==> src/rtl/bus_debug_master_pkg.sv <==
// Shared constants for the byte-stream debug bus master: command opcodes,
// response codes and the controller state encoding.
package bus_debug_master_pkg;

    // Command opcodes received on the byte source
    localparam logic [7:0] OP_WR   = 8'h57;  // 'W' + addr[4] + data[4]
    localparam logic [7:0] OP_RD   = 8'h52;  // 'R' + addr[4]
    localparam logic [7:0] OP_PING = 8'h50;  // 'P'

    // Single-byte response codes sent to the byte sink
    localparam logic [7:0] RSP_ACK  = 8'h06;  // write completed
    localparam logic [7:0] RSP_NAK  = 8'h15;  // unknown opcode
    localparam logic [7:0] RSP_TMO  = 8'h18;  // bus request timed out
    localparam logic [7:0] RSP_PING = 8'h50;  // ping echo

    // Controller states
    typedef enum logic [2:0] {
        ST_IDLE = 3'd0,
        ST_ADDR = 3'd1,
        ST_DATA = 3'd2,
        ST_BUS  = 3'd3,
        ST_RESP = 3'd4
    } state_e;

endpackage

==> src/rtl/bus_debug_master.sv <==
// Debug bus initiator: parses 'W'/'R'/'P' commands from a byte stream,
// runs one single-word bus cycle per command and streams the response back.
//
// Handshakes:
//   RX   : RX_VALID is a one-cycle strobe with no back-pressure; bytes that
//          arrive while a bus cycle or response is in progress are discarded
//          and flagged with a one-cycle DROP pulse.
//   TX   : TX_DATA is transferred on every rising edge where TX_VALID and
//          TX_READY are both high; TX_VALID/TX_DATA stay stable until then.
//   Bus  : XDREQ stays high with XADDR/XATAO/XBE/XRD/XWR stable until the
//          responder returns XDACK (XATAI valid in that cycle) or the request
//          times out; XDREQ drops on the following edge.
module bus_debug_master
    import bus_debug_master_pkg::*;
#(
    parameter int TIMEOUT = 1024,
    parameter int TOW     = 10
) (
    input  logic        CLK,
    input  logic        RES,
    input  logic [7:0]  RX_DATA,
    input  logic        RX_VALID,
    output logic [7:0]  TX_DATA,
    output logic        TX_VALID,
    input  logic        TX_READY,
    output logic        XDREQ,
    output logic        XRD,
    output logic        XWR,
    output logic [3:0]  XBE,
    output logic [31:0] XADDR,
    output logic [31:0] XATAO,
    input  logic [31:0] XATAI,
    input  logic        XDACK,
    output logic        BUSY,
    output logic        DROP
);

    state_e           state_q, state_d;
    logic [7:0]       op_q, op_d;          // opcode of the command in flight
    logic [1:0]       cnt_q, cnt_d;        // byte index in ADDR/DATA/RESP
    logic [1:0]       last_q, last_d;      // index of the final response byte
    logic [31:0]      shift_q, shift_d;    // LSB-first byte shift-in
    logic [31:0]      addr_q, addr_d;
    logic [31:0]      wdata_q, wdata_d;
    logic [31:0]      rdata_q, rdata_d;    // response bytes, shifted out LSB first
    logic [TOW-1:0]   tmo_q, tmo_d;
    logic             xdreq_q, xdreq_d;
    logic             xrd_q, xrd_d;
    logic             xwr_q, xwr_d;
    logic [3:0]       xbe_q, xbe_d;
    logic             tx_valid_q, tx_valid_d;
    logic [7:0]       tx_data_q, tx_data_d;
    logic             busy_q, busy_d;
    logic             drop_q, drop_d;
    logic [31:0]      shift_in;

    // Next-state and next-output computation for the command controller
    always_comb begin
        state_d    = state_q;
        op_d       = op_q;
        cnt_d      = cnt_q;
        last_d     = last_q;
        shift_d    = shift_q;
        addr_d     = addr_q;
        wdata_d    = wdata_q;
        rdata_d    = rdata_q;
        tmo_d      = tmo_q;
        xdreq_d    = xdreq_q;
        xrd_d      = xrd_q;
        xwr_d      = xwr_q;
        xbe_d      = xbe_q;
        tx_valid_d = tx_valid_q;
        tx_data_d  = tx_data_q;
        drop_d     = 1'b0;
        shift_in   = {RX_DATA, shift_q[31:8]};

        case (state_q)
            ST_IDLE: begin
                if (RX_VALID) begin
                    cnt_d = 2'd0;
                    if (RX_DATA == OP_WR || RX_DATA == OP_RD) begin
                        op_d    = RX_DATA;
                        state_d = ST_ADDR;
                    end else begin
                        // Ping and unknown opcodes answer with one byte
                        rdata_d = {24'h0, (RX_DATA == OP_PING) ? RSP_PING : RSP_NAK};
                        last_d  = 2'd0;
                        state_d = ST_RESP;
                    end
                end
            end

            ST_ADDR: begin
                if (RX_VALID) begin
                    shift_d = shift_in;
                    cnt_d   = cnt_q + 2'd1;
                    if (cnt_q == 2'd3) begin
                        // Bus is word-addressed: low address bits are dropped
                        addr_d = {shift_in[31:2], 2'b00};
                        if (op_q == OP_WR) begin
                            state_d = ST_DATA;
                        end else begin
                            state_d = ST_BUS;
                            xdreq_d = 1'b1;
                            xrd_d   = 1'b1;
                            xwr_d   = 1'b0;
                            xbe_d   = 4'hF;
                            tmo_d   = '0;
                        end
                    end
                end
            end

            ST_DATA: begin
                if (RX_VALID) begin
                    shift_d = shift_in;
                    cnt_d   = cnt_q + 2'd1;
                    if (cnt_q == 2'd3) begin
                        wdata_d = shift_in;
                        state_d = ST_BUS;
                        xdreq_d = 1'b1;
                        xrd_d   = 1'b0;
                        xwr_d   = 1'b1;
                        xbe_d   = 4'hF;
                        tmo_d   = '0;
                    end
                end
            end

            ST_BUS: begin
                drop_d = RX_VALID;
                // Acknowledge takes priority over a timeout in the same cycle
                if (XDACK || tmo_q == TOW'(TIMEOUT - 1)) begin
                    xdreq_d = 1'b0;
                    xrd_d   = 1'b0;
                    xwr_d   = 1'b0;
                    xbe_d   = 4'h0;
                    tmo_d   = '0;
                    cnt_d   = 2'd0;
                    state_d = ST_RESP;
                    if (!XDACK) begin
                        rdata_d = {24'h0, RSP_TMO};
                        last_d  = 2'd0;
                    end else if (op_q == OP_RD) begin
                        rdata_d = XATAI;
                        last_d  = 2'd3;
                    end else begin
                        rdata_d = {24'h0, RSP_ACK};
                        last_d  = 2'd0;
                    end
                end else begin
                    tmo_d = tmo_q + TOW'(1);
                end
            end

            ST_RESP: begin
                drop_d = RX_VALID;
                if (!tx_valid_q) begin
                    // First cycle in RESP: present the first byte
                    tx_valid_d = 1'b1;
                    tx_data_d  = rdata_q[7:0];
                end else if (TX_READY) begin
                    if (cnt_q == last_q) begin
                        tx_valid_d = 1'b0;
                        state_d    = ST_IDLE;
                    end else begin
                        cnt_d     = cnt_q + 2'd1;
                        rdata_d   = {8'h0, rdata_q[31:8]};
                        tx_data_d = rdata_q[15:8];
                    end
                end
            end

            default: begin
                state_d = ST_IDLE;
            end
        endcase

        busy_d = (state_d != ST_IDLE);
    end

    // State and registered outputs; synchronous reset clears everything
    always_ff @(posedge CLK) begin
        if (RES) begin
            state_q    <= ST_IDLE;
            op_q       <= 8'h0;
            cnt_q      <= 2'd0;
            last_q     <= 2'd0;
            shift_q    <= 32'h0;
            addr_q     <= 32'h0;
            wdata_q    <= 32'h0;
            rdata_q    <= 32'h0;
            tmo_q      <= '0;
            xdreq_q    <= 1'b0;
            xrd_q      <= 1'b0;
            xwr_q      <= 1'b0;
            xbe_q      <= 4'h0;
            tx_valid_q <= 1'b0;
            tx_data_q  <= 8'h0;
            busy_q     <= 1'b0;
            drop_q     <= 1'b0;
        end else begin
            state_q    <= state_d;
            op_q       <= op_d;
            cnt_q      <= cnt_d;
            last_q     <= last_d;
            shift_q    <= shift_d;
            addr_q     <= addr_d;
            wdata_q    <= wdata_d;
            rdata_q    <= rdata_d;
            tmo_q      <= tmo_d;
            xdreq_q    <= xdreq_d;
            xrd_q      <= xrd_d;
            xwr_q      <= xwr_d;
            xbe_q      <= xbe_d;
            tx_valid_q <= tx_valid_d;
            tx_data_q  <= tx_data_d;
            busy_q     <= busy_d;
            drop_q     <= drop_d;
        end
    end

    assign TX_DATA  = tx_data_q;
    assign TX_VALID = tx_valid_q;
    assign XDREQ    = xdreq_q;
    assign XRD      = xrd_q;
    assign XWR      = xwr_q;
    assign XBE      = xbe_q;
    assign XADDR    = addr_q;
    assign XATAO    = wdata_q;
    assign BUSY     = busy_q;
    assign DROP     = drop_q;

endmodule

==> config.mk <==
export PLATFORM = sky130hd
export DESIGN_NAME = bus_debug_master
export DESIGN_NICKNAME = d
export VERILOG_FILES = /design/src/rtl/bus_debug_master_pkg.sv /design/src/rtl/bus_debug_master.sv
export SDC_FILE = /design/constraint.sdc
export NUM_CORES = 1
export LEC_CHECK = 0
export ABC_AREA = 1
export CORE_ASPECT_RATIO = 1.4
export CORE_MARGIN = 2
export CORE_UTILIZATION = 40
export CTS_BUF_LIST = sky130_fd_sc_hd__clkbuf_4 sky130_fd_sc_hd__clkbuf_8
export CTS_CLUSTER_SIZE = 8
export DETAILED_ROUTE_END_ITERATION = 12
export GPL_TIMING_DRIVEN = 0
export PLACE_DENSITY = 0.76
export SKIP_CTS_REPAIR_TIMING = 1
export SYNTH_ARGS = -nofsm -noshare
export SYNTH_HDL_FRONTEND = slang
export SYNTH_SLANG_ARGS = --single-unit
==> constraint.sdc <==
create_clock -name CLK -period 5.1 [get_ports CLK]
set_clock_uncertainty 0.2 [all_clocks]
set_input_delay 0.51 -clock CLK [delete_from_list [all_inputs] [get_ports CLK]]
set_output_delay 0.51 -clock CLK [all_outputs]
set_load 0.02 [all_outputs]
# Word-level counts from Yosys, hierarchy flattened
# Cells that the tools add are included.
dict set report word_totals {
  ff_bits 169
  input_bits 45
}
dict set report op_classes {
  n_bitwise 1
  n_reduce_logical 21
  eq_ne 26
  mux 69
  add_sub_neg 2
}
# op n
set op_table {}
lappend op_table {{$mux W32} 8}
lappend op_table {{$pmux W32 S3} 1}
lappend op_table {{$mux W10} 6}
lappend op_table {{$eq A8 B7 Y1 const B} 5}
lappend op_table {{$mux W3} 10}
lappend op_table {{$pmux W10 S3} 1}
lappend op_table {{$ne A2 B2 Y1 const B} 13}
lappend op_table {{$mux W4} 6}
lappend op_table {{$mux W8} 3}
lappend op_table {{$mux W2} 11}
lappend op_table {{$reduce_and A7 Y1} 3}
lappend op_table {{$mux W1} 15}
lappend op_table {{$pmux W3 S5} 1}
lappend op_table {{$pmux W4 S3} 1}
lappend op_table {{$reduce_and A3 Y1} 4}
lappend op_table {{$add A10 B1 Y10 const B} 1}
lappend op_table {{$eq A10 B10 Y1 const B} 1}
lappend op_table {{$pmux W1 S3} 3}
lappend op_table {{$reduce_bool A3 Y1} 3}
lappend op_table {{$pmux W2 S4} 1}
lappend op_table {{$mux W7} 1}
lappend op_table {{$eq A3 B2 Y1 const B} 2}
lappend op_table {{$reduce_and A6 Y1} 1}
lappend op_table {{$reduce_or A2 Y1} 3}
lappend op_table {{other kinds (14)} 15}

# Depth between registers and ports, before layout
# Gate-level depths: netlist of run 1.
dict set report logic_depth {
  depth_word 6
  depth_mapped 12
  ltp_nobuf 11
}

# Least setup slack after synthesis of run 1
# Ideal clock, no wire load.
dict set report synth_path {
  path_kind {input-to-reg}
  start {input RES}
  end {register addr_q[30], in the netlist XADDR[30]}
  setup_ns 0.065
  slack_ns 3.355
  t_arrival_ns 1.480
  n_path_buf 3
  path_stages 6
  required_ns 4.835
  cell_sequence {clkbuf_1 inv_1 clkbuf_1 clkbuf_1 o21ai_0 nor2_1}
}
# element line_no
set synth_lines {}
lappend synth_lines {{from (decl)} bus_debug_master.sv:20} ;# input logic RES,
lappend synth_lines {{to (signal assigned)} bus_debug_master.sv:208} ;# addr_q <= addr_d;
lappend synth_lines {{to (decl)} bus_debug_master.sv:43} ;# logic [31:0] addr_q, addr_d;

==> results of run 1 <==
[synthesized netlist by cell type]
cell type    n
dfxtp_1    156
nor3_1       4
o21a_1       4
nand3b_1     2
buf_4        8
buf_6        1
inv_1       89
nor2_2      11
nand2_2      2
o21ai_2      1
a31o_2       1
nand4_1     10
a21oi_1    104
nand3_1     28
ha_1         2
conb_1       1
or2_2        3
inv_2        2
o21ai_1      1
nand2_4      1
mux2_2       8
nor2_8       1
nor2_1     105
nand2_1    209
buf_8        1
clkbuf_1    26
a21boi_0     1
buf_2       17
nand3_2      2
o21ai_0     98
nor2_4       4
[registers in the layout (all words and copies together), names as in the netlist]
| register | cells |
|---|---|
| XATAO | 32 |
| rdata_q | 32 |
| XADDR | 30 |
| shift_q | 24 |
| tmo_q | 10 |
| TX_DATA | 8 |
| op_q | 8 |
| state_q | 3 |
| cnt_q | 2 |
| BUSY | 1 |
| DROP | 1 |
| TX_VALID | 1 |
| XBE | 1 |
| XRD | 1 |
| XWR | 1 |
| last_q | 1 |
[tightest hold or removal path, stage by stage, from the launching register on]
cell and delay (ns):
dfxtp_1 0.30, inv_1 0.06, nor3_1 0.05
[per-stage QoR]
stage                     instance area [um2]  total power [mW]
after CTS                                8409             2.438
after global routing                     8409             2.529
after global placement                   8020             1.546
after detailed placement                 8020             1.549
after floorplan                          6540             1.454
final                                    8409             2.430
[metal layers]
metal / part of all wire (%) / track usage (%) / up-vias
met5: 0 / 0 / -
met4: 1.7 / 7.317 / 0
met3: 6.2 / 5.259 / 22
met2: 52 / 38.04 / 175
met1: 40 / 22.56 / 2807
li1: - / - / 3161
[power groups by stage]
| stage | Combinational (mW) | Sequential [mW] | Clock [mW] |
|---|---|---|---|
| floorplan | 0.154 | 1.30 | 0 |
| global placement | 0.247 | 1.30 | 0 |
| detailed placement | 0.249 | 1.30 | 0 |
| CTS | 0.251 | 1.27 | 0.916 |
| global route | 0.280 | 1.28 | 0.973 |
| finish | 0.250 | 1.27 | 0.909 |
[layout make-up]
class	instances	area [um2]	share of cell area (%)
sequential	156	3123	37.14
clock buffer	21	276.5	3.288
multi-input combinational	604	2806	33.37
tap	199	249.0	2.961
inverter	91	341.6	4.062
timing repair buffer	123	1231	14.64
buffer	53	269.0	3.199
clock inverter	11	112.6	1.339
[path summary, 6_finish.rpt]
check                              start          end  slack [ns]
worst min-delay path             op_q[5]      op_q[5]        0.25
worst max register to register  tmo_q[0]  rdata_q[25]        3.03
worst min register to register   op_q[5]      op_q[5]        0.25
worst max-delay path              XBE[2]       XBE[1]        2.72
[cell families (layout without fill, tap and decap cells)]
| group | Yosys count | after routing | synth area share [%] |
|---|---|---|---|
| mux | 8 | 8 | 1.378 |
| compound gates | 210 | 210 | 16.39 |
| buf+inv | 144 | 299 | 9.341 |
| simple gates | 382 | 382 | 24.67 |
| fa+ha+maj | 2 | 2 | 0.3828 |
| flops | 156 | 156 | 47.78 |
| other cells | 1 | 2 | 0.05737 |
==> reports/summary.txt, run 1 <==
total CTS buffers - 17
run status - complete, no violations
die area - 0.01739 mm2
worst-path cell chain - buf_4 -> clkdlybuf4s50_1
gr usage total - 20.53%
Worst path slowest cell - clkdlybuf4s50_1
Setup TNS - 0 ns
internal cell power - 1.784 mW
drt drc - 0
Clock transition at path regs - 0.08 ns
Seq/Total Area, Yosys - 47.78%
critical path required time - 4.39 ns
top-area cell type share of the netlist area - 47.78%
worst skew pair latency - 0.47 ns
Final Core Density - 52.22%
initial core utilization - 40.59%
DP HPWL - 13100 um
syn avg cell area - 7.238 um2
largest net degree at the start of global routing - 17
Area Growth Syn to Fin - 28.66%
CP Capture Type - output port
WL per Instance - 14.13 um
initial antenna violation count - 0
die width - 112.0 um
CTS Root Buffer Type - clkbuf_8
TritonCTS clock tree - yes
worst vdd ir - 0.2157 mV
share of layout cells above drive strength 1 - 8.971%
fin cells - 1258
crit path kind - register to output port
Ys Warns - 0
Clk network pwr share - 37.4%
Period Utilization, post-route - 46.60%
vias in the first global route - 5948
Leakage Power - 3.463 nW
slowest stage delay, CP - 0.60 ns
Synth Instances - 903
max cap viols - 0
port bufs - 123
FP Rows - 55
Synth Cell Area - 0.006536 mm2
dpl cells - 1226
H-tree depth - 4
Sw Ratio - 26.60%
Fmax - 420.8 MHz
pre-CTS setup slack - 2.427 ns
Pre-antenna DRT Iters - 5
FILL cells - 1569
min Tclk post-route - 2.377 ns
Crit Path Max Fanout - 6
CTS max path bufs - 2
Pwr Density - 289.0 mW/mm2
relative slew slack - 61.22%
final setup vio count - 0
hold path depth - 2
worst r2r path cells - 11
Buf+Inv Stages, Crit Path - 2
commonest non-fill, non-tap cell in the layout - nand2_1
measured slew at the worst slew-check pin - 0.5817 ns
RSZ-0062 raised after global routing - false
ANT nets after route - 0
number of DRC markers in iteration 0 - 299
number of diodes - 0
total grt overflow - 0
Via density - 4.901
Worst Setup Start Kind - register
Seq pwr share - 52.3%
Hold/Removal Path Class - register to register
die height - 155.3 um
via count - 6165
gpl congestion - 0.8810
family with the most delay on the worst path - buffers and inverters
total core area - 0.01610 mm2
top post-synthesis cells by area - dfxtp_1, nand2_1, a21oi_1, o21ai_0, nor2_1
final WL - 17780 um
Layout Nets - 1093
cell taking the most area after synthesis - dfxtp_1
Hold Slack - 0.2528 ns
Crit path arrival time - 1.67 ns
io pins - 127
FF+latch count, synth - 156
Slew Viols, Final - 0
Psw - 0.6464 mW
first-pass GRT wire length - 28610 um
most frequent cells in the layout - nand2_1, dfxtp_1, clkdlybuf4s50_1
final hold vios - 0
Critical Path Stages - 2
Cell variety after synth - 31
logic gate share of total power - 10.3%
slack of the critical path - 2.723 ns
clk sinks - 156
Note: power is estimated with default switching activity, not from simulation.
==> inputs of run 2 (changes only) <==
==> constraint.sdc (replaced) <==
create_clock -name CLK -period 2.3 [get_ports CLK]
set_clock_uncertainty 0.2 [all_clocks]
set_input_delay 0.23 -clock CLK [delete_from_list [all_inputs] [get_ports CLK]]
set_output_delay 0.23 -clock CLK [all_outputs]
set_load 0.02 [all_outputs]
==> results of run 2 <==
The final DEF is identical to that of run 1. Status: complete, but fails checks: hold timing.
Among the figures that moved: setup slack after placement 2.427 ns -> -0.09299 ns; setup slack after layout 2.723 ns -> 0.2034 ns; hold slack 0.2528 ns -> -0.01574 ns; number of hold violations in the final report 0 -> 3; register-to-register setup slack 3.03 ns -> 0.23 ns; end point of the worst hold path op_q[5] -> tmo_q[0]; total power 2.430 mW -> 5.389 mW; worst IR drop on VDD 0.2157 mV -> 0.4782 mV
==> inputs of run 3 (changes only) <==
--- a/config.mk
+++ b/config.mk
@@ -8,12 +8,12 @@
 export ABC_AREA = 1
 export CORE_ASPECT_RATIO = 1.4
 export CORE_MARGIN = 2
-export CORE_UTILIZATION = 40
+export CORE_UTILIZATION = 50
 export CTS_BUF_LIST = sky130_fd_sc_hd__clkbuf_4 sky130_fd_sc_hd__clkbuf_8
 export CTS_CLUSTER_SIZE = 8
 export DETAILED_ROUTE_END_ITERATION = 12
 export GPL_TIMING_DRIVEN = 0
-export PLACE_DENSITY = 0.76
+export PLACE_DENSITY = 0.89
 export SKIP_CTS_REPAIR_TIMING = 1
 export SYNTH_ARGS = -nofsm -noshare
 export SYNTH_HDL_FRONTEND = slang
==> run 3 against run 2 <==
Effect of this change:
- the run now ends clean
- design area down 0.48%
- via count grew 3.6%
- highest routed layer unchanged
- register-to-register slack is essentially flat
- non-clock buffer count increased by 1
- sequential share of layout area increased by 0.18 points
- critical path type is now input pin to register
- power up 1.3%
- sequential cell count unchanged
- die area is 19% lower
- combinational power grew 0.7%
==> reports/summary.txt, run 3 (same netlist as run 1, synthesis figures left out) <==
run status - complete, no violations
Area Growth Syn to Fin - 28.04%
Clock transition at path regs - 0.09 ns
via count - 6390
initial core utilization - 51.01%
gpl congestion - 0.8833
family with the most delay on the worst path - buffers and inverters
Pre-antenna DRT Iters - 5
vias in the first global route - 6086
worst skew pair latency - 0.46 ns
largest net degree at the start of global routing - 17
crit-path most repeated cell - clkbuf_1
CTS Root Buffer Type - clkbuf_8
TritonCTS clock tree - yes
Slew Viols, Final - 0
min Tclk post-route - 2.175 ns
CP Capture Type - register
total core area - 0.01281 mm2
hold path depth - 5
RSZ-0062 raised after global routing - false
number of DRC markers in iteration 0 - 389
Hold Slack - 0.1954 ns
total grt overflow - 0
number of diodes - 0
Leakage Power - 3.468 nW
Hold/Removal Path Class - input pin to register
pre-CTS setup slack - -0.07246 ns
drt drc - 0
Period Utilization, post-route - 94.57%
H-tree depth - 4
die width - 100.6 um
relative slew slack - 63.29%
clk sinks - 156
Final Core Density - 65.32%
CTS max path bufs - 2
initial antenna violation count - 0
Pwr Density - 652.0 mW/mm2
share of layout cells above drive strength 1 - 8.962%
io pins - 127
DP HPWL - 12840 um
most frequent cells in the layout - nand2_1, dfxtp_1, clkdlybuf4s50_1
Worst Min Path Start - XATAI[29]
first-pass GRT wire length - 28020 um
final hold vios - 0
fin area - 0.008369 mm2
commonest non-fill, non-tap cell in the layout - nand2_1
max cap viols - 0
Crit path arrival time - 2.37 ns
Worst path slowest cell - dlygate4sd3_1
ANT nets after route - 0
die area - 0.01402 mm2
slowest stage delay, CP - 0.54 ns
Reg2Reg Launch Point - tmo_q[0]
Fmax - 459.7 MHz
crit path kind - input pin to register
Worst Setup Start Kind - input pin
Crit Path Max Fanout - 10
Buf+Inv Stages, Crit Path - 5
worst r2r path cells - 11
Hold Path End - rdata_q[29]
measured slew at the worst slew-check pin - 0.5507 ns
Setup TNS - 0 ns
Via density - 5.268
slack of the critical path - 0.1248 ns
FP Rows - 49
WL per Instance - 14.31 um
worst reg2reg setup slack - 0.23 ns
critical path required time - 2.50 ns
worst vdd ir - 0.4362 mV
die height - 139.3 um
worst-path cell chain - dlygate4sd3_1 -> clkbuf_1 -> inv_1 -> clkbuf_1 -> clkbuf_1 -> o21ai_0 -> a21oi_1
Layout Nets - 1094
port bufs - 123
final WL - 17350 um
capturing point of the worst reg2reg path - rdata_q[30]
final setup vio count - 0
Area after DPL - 0.007963 mm2
total CTS buffers - 17
gr usage total - 25.14%
[run 3: changes by cell type in the layout (fill, tap and decap cells not counted), sizes merged]
cell / change
clkbuf: -4
inv: +4
clkinv: -2
bufinv: +1
clkinvlp: +1
dlygate4sd3: +1
[run 3: area by class of cell]
class,instances,area (um2)
repair buffers,124,1241
clock buffers,17,234.0
flip-flops and latches,156,3123
inverters,91,341.6
fillers,1043,4444
plain buffers,53,269.0
multi-input cells,604,2806
clock inverters,15,162.7
well taps,153,191.4
[run 3: per-layer routing]
metal  wire [um]  track usage (%)  vias up
met1        6815            27.33     2920
met5           0                0        -
li1            -                -     3169
met3        1143            7.182       55
met4         694            12.47        0
met2        8698            43.86      246
[run 3: worst max-delay path by stage]
| stage | cells past startpoint | slack [ns] | start | end |
|---|---|---|---|---|
| floorplan | 11 | 0.57 | tmo_q[0] | rdata_q[24] |
| global placement | 7 | -0.05 | RX_VALID | XADDR[30] |
| detailed placement | 5 | -0.07 | RX_VALID | XATAO[18] |
| CTS | 2 | 0.20 | XBE[2] | XBE[0] |
| global route | 7 | 0.02 | RES | XATAO[18] |
| finish | 7 | 0.12 | RES | XADDR[2] |
[run 3: stage by stage]
step | total power, mW | cells
finish | 5.457 | 1213
global route | 5.655 | 1213
CTS | 5.467 | 1212
detailed placement | 3.431 | 1180
global placement | 3.418 | 1180
floorplan | 3.223 | 904
[run 3: power breakdown]
| part | switching, mW | leakage, nW | total [mW] | internal [mW] |
|---|---|---|---|---|
| clock network | 1.10 | 0.199 | 2.08 | 0.984 |
| logic | 0.321 | 2.01 | 0.557 | 0.235 |
| registers | 0.0496 | 1.26 | 2.82 | 2.77 |
| total | 1.47 | 3.47 | 5.46 | 3.99 |
[run 3: worst reg2reg max path: cells and delay by family, from the launching register on]
family,cells,cell delay [ns]
simple gates,9,0.92
flops,1,0.39
buf+inv,1,0.25
fa+ha+maj,1,0.22
